`src/rtl/pc_pkg.sv`:
```
// Shared constants and next-PC source encoding for the fetch-stage PC unit.
package pc_pkg;

    localparam logic [31:0] PC_RESET_VECTOR = 32'h0040_0000;
    localparam int          PC_INC          = 4;

    // Listed in priority order, highest first.
    typedef enum logic [2:0] {
        SRC_RESET,
        SRC_FLUSH,
        SRC_HOLD,
        SRC_RAS,
        SRC_BRANCH,
        SRC_SEQ
    } pc_src_e;

endpackage

```
`src/rtl/ras_stack.sv`:
```
// Register-based return-address stack: circular pointer, saturating count,
// and a combined push+pop that replaces the top entry in place.
module ras_stack #(
    parameter int WIDTH = 32,
    parameter int DEPTH = 4,
    localparam int PTR_W = $clog2(DEPTH),
    localparam int CNT_W = $clog2(DEPTH + 1)
) (
    input  logic             clk,
    input  logic             reset,
    input  logic             push,
    input  logic             pop,
    input  logic [WIDTH-1:0] push_data,
    output logic [WIDTH-1:0] top,
    output logic [CNT_W-1:0] count
);

    logic [WIDTH-1:0] mem [DEPTH];
    logic [PTR_W-1:0] ptr;
    logic [PTR_W-1:0] top_idx;
    logic [PTR_W-1:0] wr_idx;
    logic             wr_en;
    logic             empty;
    logic             full;

    // ptr names the next free slot; the top of stack sits just below it.
    assign top_idx = ptr - PTR_W'(1);
    assign top     = mem[top_idx];
    assign empty   = (count == '0);
    assign full    = (count == CNT_W'(DEPTH));

    // NOTE: every always_comb output gets a default first so no path leaves it unassigned (no latch).
    always_comb begin
        wr_en  = 1'b0;
        wr_idx = ptr;
        if (!reset && push) begin
            wr_en = 1'b1;
            if (pop && !empty)
                wr_idx = top_idx;
        end
    end

    // NOTE: the entry array carries no reset; count==0 already marks its contents as invalid.
    always_ff @(posedge clk) begin
        if (wr_en)
            mem[wr_idx] <= push_data;
    end

    // NOTE: sequential state uses non-blocking assignments so all flops update together.
    always_ff @(posedge clk) begin
        if (reset) begin
            ptr   <= '0;
            count <= '0;
        end else if (push && pop) begin
            // Swap on an empty stack degenerates into a plain push.
            if (empty) begin
                ptr   <= ptr + PTR_W'(1);
                count <= CNT_W'(1);
            end
        end else if (push) begin
            ptr <= ptr + PTR_W'(1);
            if (!full)
                count <= count + CNT_W'(1);
        end else if (pop && !empty) begin
            ptr   <= ptr - PTR_W'(1);
            count <= count - CNT_W'(1);
        end
    end

endmodule

```
`src/rtl/pc_sequencer.sv`:
```
// Fetch-stage program counter: prioritised next-PC select, PC register,
// return-address stack and registered RAS underflow flag.
module pc_sequencer
    import pc_pkg::*;
#(
    parameter int           N            = 32,
    parameter logic [N-1:0] RESET_VECTOR = N'(PC_RESET_VECTOR),
    parameter int           INC          = PC_INC,
    parameter int           RAS_DEPTH    = 4,
    localparam int          CNT_W        = $clog2(RAS_DEPTH + 1)
) (
    input  logic             clk,
    input  logic             reset,
    input  logic             stall,
    input  logic             flush_valid,
    input  logic [N-1:0]     flush_target,
    input  logic             branch_valid,
    input  logic [N-1:0]     branch_target,
    input  logic             call,
    input  logic             ret,
    output logic [N-1:0]     PC_Value,
    output logic [CNT_W-1:0] ras_count,
    output logic             ras_underflow
);

    pc_src_e      src;
    logic [N-1:0] pc_next;
    logic [N-1:0] pc_inc;
    logic [N-1:0] ras_top;
    logic [N-1:0] flush_aligned;
    logic [N-1:0] branch_aligned;
    logic         jump_accepted;
    logic         ras_push;
    logic         ras_pop;
    logic         ras_empty;
    logic         underflow_next;

    assign pc_inc         = PC_Value + N'(INC);
    assign flush_aligned  = flush_target & ~N'(1);
    assign branch_aligned = branch_target & ~N'(1);
    assign ras_empty      = (ras_count == '0);

    // call/ret only act on a taken jump that is not overridden by reset, flush or stall.
    assign jump_accepted  = branch_valid && !reset && !flush_valid && !stall;
    assign ras_push       = jump_accepted && call;
    assign ras_pop        = jump_accepted && ret;
    assign underflow_next = ras_pop && ras_empty;

    always_comb begin
        src = SRC_SEQ;
        if (reset)
            src = SRC_RESET;
        else if (flush_valid)
            src = SRC_FLUSH;
        else if (stall)
            src = SRC_HOLD;
        else if (branch_valid && ret && !ras_empty)
            src = SRC_RAS;
        else if (branch_valid)
            src = SRC_BRANCH;
    end

    always_comb begin
        pc_next = pc_inc;
        case (src)
            SRC_RESET:  pc_next = RESET_VECTOR;
            SRC_FLUSH:  pc_next = flush_aligned;
            SRC_HOLD:   pc_next = PC_Value;
            SRC_RAS:    pc_next = ras_top;
            SRC_BRANCH: pc_next = branch_aligned;
            SRC_SEQ:    pc_next = pc_inc;
            default:    pc_next = pc_inc;
        endcase
    end

    always_ff @(posedge clk) begin
        if (reset) begin
            PC_Value      <= RESET_VECTOR;
            ras_underflow <= 1'b0;
        end else begin
            PC_Value      <= pc_next;
            ras_underflow <= underflow_next;
        end
    end

    ras_stack #(
        .WIDTH (N),
        .DEPTH (RAS_DEPTH)
    ) u_ras (
        .clk       (clk),
        .reset     (reset),
        .push      (ras_push),
        .pop       (ras_pop),
        .push_data (pc_inc),
        .top       (ras_top),
        .count     (ras_count)
    );

endmodule

```
`config.mk`:
```
export PLATFORM = sky130hd
export DESIGN_NAME = pc_sequencer
export DESIGN_NICKNAME = d
export VERILOG_FILES = /design/src/rtl/pc_pkg.sv /design/src/rtl/ras_stack.sv /design/src/rtl/pc_sequencer.sv
export SDC_FILE = /design/constraint.sdc
export NUM_CORES = 1
export LEC_CHECK = 0
export ABC_AREA = 1
export ABC_CLOCK_PERIOD_IN_PS = 4700
export CAP_MARGIN = 20
export CORE_AREA = 3 3 127 129
export CTS_CLUSTER_DIAMETER = 80
export CTS_CLUSTER_SIZE = 12
export DETAILED_ROUTE_END_ITERATION = 10
export DIE_AREA = 0 0 130 132
export PLACE_DENSITY = 0.8
export SYNTH_ARGS = -nofsm -noshare
export SYNTH_HDL_FRONTEND = slang
export SYNTH_SLANG_ARGS = --single-unit
```
`constraint.sdc`:
```
create_clock -name clk -period 4.7 [get_ports clk]
set_input_delay 0.94 -clock clk [delete_from_list [all_inputs] [get_ports clk]]
set_output_delay 0.94 -clock clk [all_outputs]
set_load 0.005 [all_outputs]
```
# Word level (Yosys, flattened, before mapping)
# Memories as Yosys holds them, arrays and structs flattened.
# Index checks and enable logic that the tools add are counted.
# totals
n_memories,1
latchBits,0
ff_bits,38
ram_bits,128
rom_bits,0
wordCells,55
in_bits,71
# op_classes
n_lt_le_gt_ge,0
multipliers,0
n_bitwise,0
add_sub_neg,5
muxes,19
n_div,0
n_eq_ne,7
n_reduce_logical,19
shift,0
# mem_list
memory,depth,word_bits,rd,rd_clocked_by_memory_dff,write_ports,line,source
u_ras.mem,4,32,1,0,1,ras_stack.sv:18,logic [WIDTH-1:0] mem [DEPTH];
# op_table
cell,count
$pmux 32 s5,1
$add 32x3->32 const B,1
$mux 3,9
$logic_and 1x1->1,11
$mux 2,5
$eq 3x2->1 const B,2
$eq 3x3->1 const B,2
$logic_not 3->1,2
$logic_not 1->1,4
$mux 1,4
$add 3x1->3 const B,1
$eq 3x1->1 const B,1
$ne 3x3->1 const B,1
$reduce_and 3->1,1
$reduce_bool 3->1,1
$sub 3x1->3 const B,1
$add 2x1->2 const B,1
$ne 2x2->1 const B,1
$sub 2x1->2 const B,1

# Depth between registers and ports, before layout
# Gate-level depths: netlist of the first run.
# depth
ltp_word,9
depth_mapped,13
depth_no_buf,12

# Hierarchy
# From an unflattened synthesis of the first run, not the netlist that was laid out.
# unflattened
cells_unflattened,960
hier_area_um2,8356.8
# by_module_without_submodules
module,cells_per_inst,seq_area_each_um2,n_inst,area_per_inst_um2
ras_stack,409,3943.8,1,5275.1
pc_sequencer,551,660.6,1,3081.7

# Worst setup path before layout of the first run
# OpenSTA, ideal clock, no wires.
# synth_path
kind,in2reg
startpoint,input port reset
endpoint,"memory u_ras.mem[1][0], enable pin"
arrival_ns,3.254
slack_ns,1.025
required_ns,4.279
n_path_buf,2
stages,11
path_cell_list,buf_6 > inv_6 > nand2_4 > nor2_8 > nand3_4 > clkinv_2 > buf_6 > nor2_2 > o21ai_2 > nand3_1 > nor2_1
# synth_between
elab_chain_cells,9
word_cells_on_any_way,13
cone_classes,mux: 5; reduce/logical: 8
# synth_lines
item,line,source
from (decl),pc_sequencer.sv:13,"input logic reset,"
$logic_not 1->1 *,"ras_stack.sv:36, pc_sequencer.sv:44",
$logic_and 1x1->1 (3 in a row),pc_sequencer.sv:44,assign jump_accepted = branch_valid && !reset && !flush_valid && !stall;
$logic_and 1x1->1,pc_sequencer.sv:45,assign ras_push = jump_accepted && call;
$logic_and 1x1->1,ras_stack.sv:36,if (!reset && push) begin
$mux 1,ras_stack.sv:36,
$mux 1,ras_stack.sv:45,if (wr_en)
$mux 1 (not written as such),ras_stack.sv:46,mem[wr_idx] <= push_data;
to (decl),ras_stack.sv:18,
# Mark *: on every way between the ends. The rest lies on a longest branch, timed or not.

# Worst setup path after layout of the first run
# layout_path
startpoint,input port reset
endpoint,"memory u_ras.mem[1][19], enable pin"
# The elaborated chain is that of the path after synthesis.

==> results of run 1 <==
-- metrics by stage --
step / cells / hold WS [ns] / area [µm²] / worst slack, ns
after floorplan: 1050 / 0.469 / 8470 / 1.02
after global placement: 1320 / 0.512 / 9690 / 0.878
after detailed placement: 1320 / 0.514 / 9690 / 0.855
after global routing: 1352 / 0.563 / 10300 / 1.09
after CTS: 1352 / 0.527 / 10300 / 1.28
final: 1352 / 0.526 / 10300 / 1.19
-- cells by family after synthesis --
family | count (synthesis) | synth area share [%]
compound gates | 43 | 2.84
xor+xnor | 12 | 1.24
fa+ha+maj | 2 | 0.384
buf+inv | 131 | 6.68
flops | 166 | 54.4
simple gates | 696 | 34.5
-- worst max path at each step --
| stage | slack (ns) | endpoint | from |
|---|---|---|---|
| after floorplan | 1.02 | u_ras.mem[1][0] | reset |
| after global placement | 0.88 | u_ras.mem[1][18] | reset |
| after detailed placement | 0.85 | u_ras.mem[1][21] | reset |
| after CTS | 1.28 | u_ras.mem[1][19] | reset |
| after global routing | 1.09 | u_ras.mem[1][19] | reset |
| final | 1.19 | u_ras.mem[1][19] | reset |
-- cell usage in the layout, fill, tap and decap left out, types with 2 or more instances in the layout --
cell type        count
dfxtp_1             38
a21oi_1             18
inv_6                2
o21ai_0             14
edfxtp_1           128
nand3_1            120
nand3_4              2
clkinv_1             3
clkinv_2             5
bufinv_16            2
nand2_4              2
nor3_1               4
nand3b_1             4
inv_1               75
clkbuf_8             4
nand2_2              3
nor2_2               8
clkbuf_1             2
clkdlybuf4s50_1    104
clkbuf_16           17
o21ai_1              3
nand2_1            440
o21ai_2              2
nand3_2              2
nor2_1              95
inv_2                9
xor2_1              12
nand4_1             10
buf_4               21
-- flip-flops by register name, summed over array words and instances (netlist names) --
name,count
PC_Value,32
ras_underflow,1
u_ras.count,3
u_ras.mem,128
u_ras.ptr,2
-- worst max-delay path, cell delays in order --
cell and delay (ns):
clkdlybuf4s50_1 0.72, inv_6 0.34, nand2_4 0.12, nor2_8 0.28, nand3_4 0.16, clkinv_2 0.09
nor2_2 0.04, o21ai_2 0.23, nand3_1 0.17, nor2_2 0.14, buf_4 0.36
-- cell type report --
| class | count | area (µm²) |
|---|---|---|
| timing repair buffer | 125 | 1200 |
| multi-input combinational | 753 | 3310 |
| sequential | 166 | 4600 |
| fill | 1180 | 4870 |
| inverter | 88 | 337 |
| clock buffer | 23 | 488 |
| tap | 188 | 235 |
| clock inverter | 9 | 100 |
-- per-layer routing --
metal / up-vias / wire length (µm)
met5: - / 0
met4: 0 / 704
met3: 58 / 2270
met2: 419 / 11500
met1: 3479 / 9500
li1: 3582 / -
-- power groups by stage --
| stage | Sequential [mW] | Clock (mW) | Combinational (mW) |
|---|---|---|---|
| 2_1_floorplan | 1.67 | 0 | 0.161 |
| 3_3_place_gp | 1.69 | 0 | 0.308 |
| 3_5_place_dp | 1.69 | 0 | 0.316 |
| 4_1_cts | 1.66 | 1.39 | 0.318 |
| 5_1_grt | 1.66 | 1.45 | 0.353 |
| 6_report | 1.66 | 1.38 | 0.321 |
==> results by group, run 1 <==
Run status
  • Status: complete, no violations

Clock tree
  • Clock Pin Slew Worst Setup and Hold Paths: 0.06 ns
  • CTS tree: done
  • Max Root-Sink Buffers: 2
  • CTS buffer count: 17
  • CTS resizes: 0
  • Htree depth: 4
  • Total clock sinks: 166
  • Post-CTS Hold Fix Bufs: 0
  • Clk_lat worst skew: 0.43 ns
  • Clock Root Buffer: clkbuf_16
  • Post-CTS setup buffers: 0

Critical path
  • FF-to-FF setup slack: 1.49 ns
  • Capturing point of the worst reg2reg path: u_ras.mem[1][19]
  • Crit Path Category: in -> reg
  • Critical Path RT: 4.79 ns
  • CP Launch Type: input pin
  • WP data arrival: 3.61 ns
  • R2r startpoint: u_ras.ptr[1]
  • R2R cell count: 7
  • Crit end category: flip-flop
  • Worst-path maximum fanout: 22

Global routing
  • GRT Max-Usage Layer: met2
  • Met3 GRT Util: 6.65%
  • Vias in the first global route: 7202
  • Initial antenna violation count: 0
  • First-pass GRT wire length: 37300 µm
  • Maximum number of pins on one net before global-route repair: 41
  • Gr usage total: 28.5%
  • Met1 Use GR: 37.0%
  • M2 GR Usage: 45.5%
  • GRT overflow: 0

Pwr
  • Static leakage: 4.37 nW
  • Clock Power Share: 41.2%
  • Pwr per Cell Area: 327 nW/µm²
  • Switching share of total power: 22.9%
  • Pint: 2.59 mW
  • Seq pwr share: 49.3%
  • Comb power frac: 9.6%
  • Psw: 0.770 mW
  • Pwr Total: 3.36 mW
  • Max rail drop VDD: 0.000240 V

Timing
  • Final TNS setup: 0 ns
  • RSZ-0062 raised after global routing: false
  • Tcrit/Tclk final: 74.8%
  • Fin crit period: 3.51 ns
  • Tightest Pin Transition: 1.06 ns
  • Finish-stage setup viols: 0
  • Final hold vios: 0
  • Slew headroom: 29.0%
  • Max-slew violations: 0
  • Clk_skew: 0.00693 ns
  • Fmax: 285 MHz

Floorplan
  • Die Height: 132 µm
  • Initial Utilization: 55.9%
  • CORE AREA: 15100 µm²
  • DIE AREA: 17200 µm²
  • Die width: 130 µm
  • I/O pins: 107
  • Row count: 45

Synthesis
  • Synth async-reset ratio: 0%
  • Number of flops mapped to enable cells by yosys: 128
  • Mapped Area: 8470 µm²
  • Sequential area share after synthesis: 54.4%
  • YS warnings: 0
  • Post-synthesis cell type count: 42
  • Most frequent cells after synthesis: nand2_1, edfxtp_1, nand3_1, nor2_1, inv_1
  • Top cells by area, synth: edfxtp_1, nand2_1, dfxtp_1
  • Mapped Cells: 1050
  • Cell accounting for the most synthesized area: edfxtp_1
  • #FFs+latches synth: 166
  • Post-synth top area share: 45.4%
  • Syn_nets: 1123
  • Top-count cell post-synth: nand2_1
  • Main flop type after synthesis: edfxtp_1
  • Syn avg cell area: 8.07 µm²

Hold path
  • Hold EP: u_ras.count[1]
  • Hold Path Class: reg -> reg
  • Hold path depth: 2
  • Worst Hold Launch: u_ras.count[1]

Run
  • Number of max-cap violations: 0

Final layout
  • Layout Area Growth over Synthesis: 21.3%
  • Layout Utilization: 67.8%
  • Final Net Count: 1224
  • # diodes: 0
  • Share of cells above drive strength 1: 7.39%

Drt
  • Post-route DRC: 0
  • Antenna-violating nets left: 0
  • DRT iter0 DRCs: 861
  • Via density: 5.58
  • DR vias: 7538
  • Pre-antenna DRT Iters: 6
  • Drt wl/cell: 17.7 µm
  • Final wirelength: 24000 µm

Placed design
  • Hpwl dp: 15600 µm
  • I/O Buffers: 104
  • RePlAce Congestion: 0.941
Power figures use the tool's default switching activity.
==> run 2, diff against run 1 <==
- ABC_CLOCK_PERIOD_IN_PS: 4700 -> 3500
- clock period: 4.7 -> 3.5 ns (I/O delays scaled with it)
==> results by group, run 2 (synthesis gave the netlist of run 1 again) <==
Run status
  • Status: complete, no violations

Critical path
  • CP most frequent cell: nor2_2
  • Crit Path Category: in -> reg
  • Slowest cell on crit path: clkdlybuf4s50_1
  • Critical Path, Cell by Cell: clkdlybuf4s50_1, inv_6, nand2_4, nor2_8, nand3_4, clkinv_2, nor2_2, o21ai_2, nand3_1, nor2_2, buf_4
  • Worst setup path startpoint: reset
  • WP data arrival: 2.98 ns (-0.63 ns)
  • R2r startpoint: u_ras.ptr[0]
  • Worst-path maximum fanout: 23 (+4.5%)
  • CP max stage delay: 0.48 ns (-0.24 ns)
  • CP Launch Type: input pin
  • Crit end category: flip-flop
  • Critical Path RT: 3.57 ns (-1.22 ns)
  • R2R cell count: 8 (+1)

Clock tree
  • Htree depth: 4 (unchanged)
  • CTS buffer count: 17 (unchanged)
  • Max Root-Sink Buffers: 2 (unchanged)
  • Clk_lat worst skew: 0.42 ns (about the same)
  • Post-CTS setup buffers: 0 (unchanged)
  • Post-CTS Hold Fix Bufs: 0 (unchanged)
  • Clock Root Buffer: clkbuf_16
  • Clock Pin Slew Worst Setup and Hold Paths: 0.06 ns (about the same)
  • Total clock sinks: 166 (unchanged)
  • CTS resizes: 0 (unchanged)
  • CTS tree: done

Final layout
  • Filler Cell Count: 1148 (-2.7%)
  • Most flop-heavy register: u_ras.mem
  • Commonest non-fill, non-tap cell in the layout: nand2_1
  • Most frequent cells in the layout: nand2_1, edfxtp_1, nand3_1
  • Multi-input logic area: 3310 µm² (unchanged)
  • # diodes: 0 (unchanged)
  • Register area: 4600 µm² (unchanged)
  • Max reg flops: 128 (unchanged)
  • Final Net Count: 1225 (+0.082%)
  • Design Area, Final: 10400 µm² (+1.1%)
  • Largest registers in the final layout: u_ras.mem: 128 flops, PC_Value: 32 flops, u_ras.count: 3 flops
  • Share of cells above drive strength 1: 7.47% (+0.079 points)
  • Layout Area Growth over Synthesis: 22.7%

Floorplan
  • Die width: 130 µm (unchanged)
  • I/O pins: 107 (unchanged)
  • DIE AREA: 17200 µm² (unchanged)
  • CORE AREA: 15100 µm² (unchanged)
  • Die Height: 132 µm (unchanged)
  • Initial Utilization: 55.9% (unchanged)
  • Row count: 45 (unchanged)

Pwr
  • Pwr Total: 4.75 mW (+41%)
  • Static leakage: 4.41 nW (+0.99%)
  • Seq pwr share: 46.8% (-2.5 points)
  • Switching share of total power: 21.9% (-1.0 points)
  • Psw: 1.04 mW (+35%)
  • Comb power frac: 9.1% (-0.5 points)
  • Pint: 3.71 mW (+43%)
  • Clock Power Share: 44.1% (+2.9 points)
  • Pwr per Cell Area: 457 nW/µm² (+40%)
  • Max rail drop VDD: 0.000314 V (+31%)

Hold path
  • Worst Hold Launch: PC_Value[0]
  • Hold path depth: 2 (unchanged)
  • Hold Path Class: reg -> reg

Timing
  • Fin crit period: 2.91 ns
  • Slew headroom: 49.0% (+20 points)
  • Fmax: 343 MHz
  • Tcrit/Tclk final: 83.2%
  • Tightest Pin Transition: 0.763 ns (-0.301 ns)
  • Max-slew violations: 0 (unchanged)
  • RSZ-0062 raised after global routing: false
  • Clk_skew: 0.00958 ns (+0.00264 ns)
  • Final TNS setup: 0 ns (unchanged)
  • Final hold vios: 0 (unchanged)
  • Finish-stage setup viols: 0 (unchanged)

Drt
  • Final wirelength: 24100 µm (+0.52%)
  • Post-route DRC: 0 (unchanged)
  • DR vias: 7506 (-0.42%)
  • DRT iter0 DRCs: 610 (-29%)
  • Drt wl/cell: 17.8 µm (+0.44%)
  • Via density: 5.55 (-0.50%)
  • Antenna-violating nets left: 0 (unchanged)
  • Pre-antenna DRT Iters: 5 (-1)

Placed design
  • I/O Buffers: 104 (unchanged)
  • Hpwl dp: 15300 µm (-1.6%)
  • RePlAce Congestion: 0.938 (-0.32%)
  • DP Area: 9720 µm² (+0.34%)

Global routing
  • Maximum number of pins on one net before global-route repair: 41 (unchanged)
  • GRT overflow: 0 (unchanged)
  • First-pass GRT wire length: 36700 µm (-1.6%)
  • Gr usage total: 28.3% (-0.24 points)
  • Initial antenna violation count: 0 (unchanged)
  • Vias in the first global route: 7011 (-2.7%)

Run
  • Number of max-cap violations: 0 (unchanged)
[run 2: changes by cell type in the layout (fill, tap and decap cells not counted), moves of 2 or more]
cell / previous run / this run
clkinv_4: 0 / 4
bufinv_16: 2 / 6
clkinv_2: 5 / 2
buf_12: 0 / 2
clkbuf_8: 4 / 1
[run 2: power by group through the flow]
stage          clock, mW  combinational, mW  sequential, mW
3_3_place_gp           0              0.414            2.26
2_1_floorplan          0              0.216            2.24
5_1_grt             2.18              0.473            2.23
3_5_place_dp           0              0.425            2.26
4_1_cts             2.10              0.429            2.22
6_report            2.10              0.432            2.22
[run 2: worst max-delay path, delay by kind of cell]
kind            cells  cell delay (ns)
compound gates      1             0.21
simple gates        6             0.89
buf+inv             4             1.17
[run 2: layout make-up]
type	instances	share of cell area [%]
flip-flops and latches	166	44.3
multi-input cells	753	31.9
repair buffers	126	11.8
clock buffers	19	4.26
inverters	88	3.24
well taps	188	2.26
clock inverters	13	2.19
[run 2: final timing paths]
path	endpoint	slack (ns)
max	u_ras.mem[1][21]	0.59
min	PC_Value[0]	0.52
max reg2reg	u_ras.mem[1][21]	1.01
min reg2reg	PC_Value[0]	0.52
[run 2: per-stage QoR]
stage / utilization (%) / cells / setup slack [ns] / hold slack [ns]
floorplan: - / 1050 / 0.0645 / 0.469
global placement: 64.2 / 1321 / 0.229 / 0.507
detailed placement: 64.2 / 1321 / 0.169 / 0.516
CTS: 68.6 / 1353 / 0.613 / 0.530
global route: 68.6 / 1353 / 0.480 / 0.544
finish: 68.6 / 1353 / 0.587 / 0.523
[run 2: metal layers]
metal,up-vias,GRT usage (%),share of wire (%)
met5,-,0,0
li1,3599,-,-
met4,0,12.3,3.2
met2,441,46.2,47
met1,3398,36.1,39
met3,68,6.32,11
